<file path="config.mk">
export PLATFORM = sky130hd
export DESIGN_NAME = round_sat_pipe
export DESIGN_NICKNAME = d
export VERILOG_FILES = /design/src/rtl/round_sat_pipe.sv
export SDC_FILE = /design/constraint.sdc
export NUM_CORES = 1
export LEC_CHECK = 0
export ABC_CLOCK_PERIOD_IN_PS = 3100
export CORE_MARGIN = 10
export CORE_UTILIZATION = 45
export CTS_CLUSTER_SIZE = 24
export DETAILED_ROUTE_END_ITERATION = 8
export DONT_BUFFER_PORTS = 1
export HOLD_SLACK_MARGIN = 0.15
export SETUP_SLACK_MARGIN = 0.05
export SKIP_CTS_REPAIR_TIMING = 1
export SLEW_MARGIN = 20
export SYNTH_ARGS = -nofsm -noshare
export SYNTH_HDL_FRONTEND = slang
export SYNTH_SLANG_ARGS = --single-unit
</file>
<file path="constraint.sdc">
create_clock -name iCLK -period 3.1 [get_ports iCLK]
set_input_delay 0.775 -clock iCLK [delete_from_list [all_inputs] [get_ports iCLK]]
set_output_delay 0.775 -clock iCLK [all_outputs]
set_load 0.01 [all_outputs]
</file>
<file path="src/rtl/round_sat_pipe.sv">
// Two-stage, multi-lane rounding/saturation unit with a valid/ready handshake
// and a clamped counter of saturated-lane events.
module round_sat_pipe #(
    parameter int IL = 10,
    parameter int OL = 7,
    parameter int CH = 2,
    parameter int CW = 16
) (
    input  logic               iCLK,
    input  logic               iRST,
    input  logic               iVALID,
    output logic               oREADY,
    input  logic [1:0]         iMODE,
    input  logic [CH*IL-1:0]   iDATA,
    output logic               oVALID,
    input  logic               iREADY,
    output logic [CH*OL-1:0]   oDATA,
    output logic [CH-1:0]      oSAT,
    input  logic               iCLR,
    output logic [CW-1:0]      oSAT_CNT
);

    localparam int RL = IL - OL;
    localparam int PW = $clog2(CH + 1);

    typedef enum logic [1:0] {
        MODE_TRUNC      = 2'd0,
        MODE_HALF_AWAY  = 2'd1,
        MODE_CONVERGENT = 2'd2,
        MODE_HALF_UP    = 2'd3
    } roundMode_t;

    logic [CH-1:0][OL-1:0] w_trunc;
    logic [CH-1:0]         w_half;
    logic [CH-1:0]         w_rest;
    logic [CH-1:0]         w_sign;
    logic [CH-1:0]         w_inc;
    logic [CH-1:0]         w_isMax;

    logic                  r_s1Valid;
    logic [CH-1:0][OL-1:0] r_s1Trunc;
    logic [CH-1:0]         r_s1Inc;
    logic [CH-1:0]         r_s1IsMax;

    logic                  r_oValid;
    logic [CH-1:0][OL-1:0] r_oData;
    logic [CH-1:0]         r_oSat;
    logic [CW-1:0]         r_satCnt;

    logic [CH-1:0][OL-1:0] w_s2Data;
    logic [CH-1:0]         w_s2Sat;
    logic                  w_s2Adv;
    logic                  w_s1Adv;
    logic [PW-1:0]         w_satPop;
    logic [CW:0]           w_cntSum;

    assign w_s2Adv = ~r_oValid | iREADY;
    assign w_s1Adv = ~r_s1Valid | w_s2Adv;

    assign oREADY   = w_s1Adv;
    assign oVALID   = r_oValid;
    assign oDATA    = r_oData;
    assign oSAT     = r_oSat;
    assign oSAT_CNT = r_satCnt;

    // Per-lane split into floor part, half bit, sticky rest and sign; the
    // increment decision is made here so stage 2 only needs an adder.
    always_comb begin
        w_trunc = '0;
        w_half  = '0;
        w_rest  = '0;
        w_sign  = '0;
        w_inc   = '0;
        w_isMax = '0;
        for (int k = 0; k < CH; k++) begin
            w_trunc[k] = iDATA[k*IL+RL +: OL];
            w_half[k]  = iDATA[k*IL+RL-1];
            w_rest[k]  = |iDATA[k*IL +: RL-1];
            w_sign[k]  = iDATA[k*IL+IL-1];
            w_isMax[k] = (w_trunc[k] == {1'b0, {(OL-1){1'b1}}});
            unique case (roundMode_t'(iMODE))
                MODE_TRUNC:      w_inc[k] = 1'b0;
                MODE_HALF_AWAY:  w_inc[k] = w_sign[k] ? (w_half[k] & w_rest[k]) : w_half[k];
                MODE_CONVERGENT: w_inc[k] = w_half[k] & (w_rest[k] | w_trunc[k][0]);
                MODE_HALF_UP:    w_inc[k] = w_half[k];
                default:         w_inc[k] = 1'b0;
            endcase
        end
    end

    // Stage 1 loads only on an accepted beat and holds while stage 2 is stalled.
    always_ff @(posedge iCLK) begin
        if (iRST) begin
            r_s1Valid <= 1'b0;
            r_s1Trunc <= '0;
            r_s1Inc   <= '0;
            r_s1IsMax <= '0;
        end else if (w_s1Adv) begin
            r_s1Valid <= iVALID;
            if (iVALID) begin
                r_s1Trunc <= w_trunc;
                r_s1Inc   <= w_inc;
                r_s1IsMax <= w_isMax;
            end
        end
    end

    // Rounding up from the largest positive code would wrap, so it saturates instead.
    always_comb begin
        w_s2Data = '0;
        w_s2Sat  = '0;
        for (int k = 0; k < CH; k++) begin
            w_s2Sat[k]  = r_s1IsMax[k] & r_s1Inc[k];
            w_s2Data[k] = w_s2Sat[k] ? r_s1Trunc[k] : (r_s1Trunc[k] + OL'(r_s1Inc[k]));
        end
    end

    // Output stage holds its beat stable until downstream takes it.
    always_ff @(posedge iCLK) begin
        if (iRST) begin
            r_oValid <= 1'b0;
            r_oData  <= '0;
            r_oSat   <= '0;
        end else if (w_s2Adv) begin
            r_oValid <= r_s1Valid;
            if (r_s1Valid) begin
                r_oData <= w_s2Data;
                r_oSat  <= w_s2Sat;
            end
        end
    end

    always_comb begin
        w_satPop = '0;
        for (int k = 0; k < CH; k++) begin
            w_satPop = w_satPop + PW'(r_oSat[k]);
        end
        w_cntSum = {1'b0, r_satCnt} + (CW+1)'(w_satPop);
    end

    // Clear takes priority over a same-cycle increment; the count sticks at all-ones.
    always_ff @(posedge iCLK) begin
        if (iRST || iCLR) begin
            r_satCnt <= '0;
        end else if (r_oValid && iREADY) begin
            r_satCnt <= w_cntSum[CW] ? {CW{1'b1}} : w_cntSum[CW-1:0];
        end
    end

endmodule

</file>
==> impl_metrics.env <==
export IMPL_synthesis_nets=323
export IMPL_clock_sinks=52
export IMPL_status="completed"
export IMPL_fin_nets=318
export IMPL_async_flop_share_pct=0
export IMPL_synth_top_family_by_area="simple AND/OR/NAND/NOR gates"
export IMPL_syn_area_per_cell_um2=8.45
export IMPL_power_density_nw_per_um2=452
export IMPL_synth_compound_area_share_pct=17.6
export IMPL_io_pin_count=61
export IMPL_drive_above_1_share_pct=8.07
export IMPL_antenna_found_initial=0
export IMPL_hold_violations=0
export IMPL_viasPerCell=5.54
export IMPL_synthXorXnorAreaFrac_pct=6.07
export IMPL_maxCapViolCount=0
export IMPL_fp_dieH_um=93.8
export IMPL_min_delay_path_class="flop to flop"
export IMPL_critPathKind="flop to flop"
export IMPL_synth_edf_count=0
export IMPL_area_growth_pct=4.59
export IMPL_die_area_um2=8800
export IMPL_ys_types=44
export IMPL_postLayoutCellArea_um2=2560
export IMPL_chipWidth_um=93.8
export IMPL_gp_congestion=0.808
export IMPL_p_leak_uw=0.000864
export IMPL_cts_tree="done"
export IMPL_final_util_pct=49.3
export IMPL_synthTopCellsByArea="dfxtp_1 (42%), nand2_1 (8.3%), a21oi_1 (5.9%), xor2_1 (3.6%), nor2_1 (3.4%)"
export IMPL_synth_area_um2=2450
export IMPL_antennaDiodeCount=0
export IMPL_dominantRegCellSynth="dfxtp_1"
export IMPL_dpl_hpwl_um=4400
export IMPL_skew_ps=4.30
export IMPL_core_rowCount=26
export IMPL_synthSimpleGateAreaFrac_pct=25.6
export IMPL_synth_fa_ha_area_share_pct=3.37
export IMPL_initial_core_util_pct=47.1
export IMPL_cp_max_fo=11
export IMPL_rsz0062_at_grt="no"
export IMPL_wl_per_cell_um=16.5
export IMPL_clockRootBuffer="clkbuf_8"
export IMPL_tns_ps=0
export IMPL_crit_path_end_kind="flop"
export IMPL_syn_inst=290
export IMPL_placed_cell_area_um2=2490
export IMPL_yosys_area_top_type="dfxtp_1"
export IMPL_grt_pass1_wl_um=9650
export IMPL_grt_pass1_vias=1850
export IMPL_max_clock_path_buffers=2
export IMPL_vias=1967
export IMPL_fin_cells=355
export IMPL_setup_ws_ps=611
export IMPL_drtIter0Drc=129
export IMPL_irDropWorstVdd_mv=0.216
export IMPL_setup_violations=0
export IMPL_clk_pin_slew_ps=90
export IMPL_synth_yosys_seq_area_share_pct=42.5
export IMPL_post_route_min_period_ps=2490
export IMPL_first_pass_iters=4
export IMPL_dp_cells=348
export IMPL_yosys_mux_area_fraction_pct=0.817
export IMPL_ys_seq_elements=52
export IMPL_cp_required_ps=3330
export IMPL_yosysWarnings=0
export IMPL_nFillCells=563
export IMPL_drc=0
export IMPL_htreeDepth=2
export IMPL_worstMarginPinSlew_ps=542
export IMPL_pre_cts_ws_ps=602
export IMPL_cp_arrival_ps=2720
export IMPL_grt_max_degree=38
export IMPL_startpoint_type="flop"
export IMPL_yosys_area_top_type_share_pct=42.5
export IMPL_core_area_um2=5200
export IMPL_drv_slew=0
export IMPL_timing_slew_headroom_pct=63.9
export IMPL_ant_nets=0
export IMPL_fin_crit_sh_pct=80.3
export IMPL_clock_latency_ps=300
export IMPL_drt_wl_total_um=5840
export IMPL_grt_use_total_pct=13.5
export IMPL_cts_made_buffers=5
export IMPL_max_clock_freq_mhz=402
export IMPL_port_buffers=0
export IMPL_grt_overflow=0
==> cells by family after synthesis <==
| family | after synthesis |
|---|---|
| XOR/XNOR | 17 |
| flip-flops | 52 |
| buffers and inverters | 23 |
| AO/OA/AOI/OAI | 66 |
| AND/OR/NAND/NOR | 124 |
| multiplexers | 2 |
| adder cells (fa/ha/maj) | 6 |
==> sequential cells by signal, indices dropped and copies added (netlist names) <==
register	count
r_s1IsMax	2
r_s1Valid	1
oVALID	1
oSAT	2
r_s1Inc	2
r_s1Trunc	14
oSAT_CNT	16
oDATA	14
==> report_power, final <==
group	total (uW)	internal, uW	switching [uW]
Sequential	724	693	30.7
Clock	362	154	208
Combinational	72.8	30.8	42.0
Total	1160	878	281
==> critical path: stages (launching register included) <==
cell     delay, ps
dfxtp_1        430
inv_1           90
fa_1           470
inv_1           80
ha_1           250
inv_1          110
nor4_4         390
nand3_2        360
a21oi_1        230
==> final timing paths <==
kind	start	to	slack [ps]	cells after the start
setup reg to reg	oSAT[0]	oSAT_CNT[4]	610	8
setup / recovery	oSAT[0]	oSAT_CNT[4]	610	8
hold / removal	r_s1Trunc[13]	r_s1Trunc[13]	470	2
hold reg to reg	r_s1Trunc[13]	r_s1Trunc[13]	470	2
==> Yosys cell counts (2+ instances only) <==
master / count
a211oi_1: 10
a21oi_1: 29
a21oi_2: 5
a311oi_1: 7
a31oi_1: 4
and2_1: 2
and3_1: 2
buf_2: 6
clkbuf_1: 7
dfxtp_1: 52
ha_1: 5
inv_1: 9
mux2i_1: 2
nand2_1: 54
nand2b_1: 2
nand3_1: 13
nand3b_1: 2
nand4_1: 6
nand4_2: 2
nor2_1: 22
nor3_1: 5
nor4_1: 2
o21ai_0: 4
or3_1: 3
xnor2_1: 7
xor2_1: 10
==> metal layers <==
metal  vias to the layer above  global-route usage, %  part of all wire [%]
met5                         -                      0                     0
li1                       1016                      -                     -
met2                        61                   19.0                    41
met4                         0                   3.42                  0.96
met1                       884                   17.8                    46
met3                         6                   6.95                    11
==> placed cells by master, fill, tap and decap left out, types with 3 or more instances in the layout <==
cell | synthesis | routed
a31oi_1 | 4 | 4
a21oi_1 | 29 | 29
or3_1 | 3 | 3
ha_1 | 5 | 5
clkbuf_8 | 0 | 5
nand4_1 | 6 | 6
dfxtp_1 | 52 | 52
nor3_1 | 5 | 5
nand3_1 | 13 | 13
a311oi_1 | 7 | 7
a211oi_1 | 10 | 10
nor2_1 | 22 | 22
xnor2_1 | 7 | 7
xor2_1 | 10 | 10
nand2_1 | 54 | 54
inv_1 | 9 | 9
o21ai_0 | 4 | 4
a21oi_2 | 5 | 5
==> through the flow <==
| step | total power, uW | hold WS (ps) |
|---|---|---|
| 2_1_floorplan | 801 | 441 |
| 3_3_place_gp | 812 | 459 |
| 3_5_place_dp | 815 | 464 |
| 4_1_cts | 1180 | 476 |
| 5_1_grt | 1220 | 492 |
| 6_report | 1160 | 471 |
==> final cells by class <==
class                   count  area (um^2)  share of cell area, %
multi-input cells         215         1310                   51.0
flip-flops and latches     52         1040                   40.6
well taps                  70         87.6                   3.42
clock buffers               6         72.6                   2.83
inverters                   9         33.8                   1.32
repair buffers              2         15.0                  0.586
clock inverters             1         5.00                  0.195
Power figures use the tool's default switching activity.
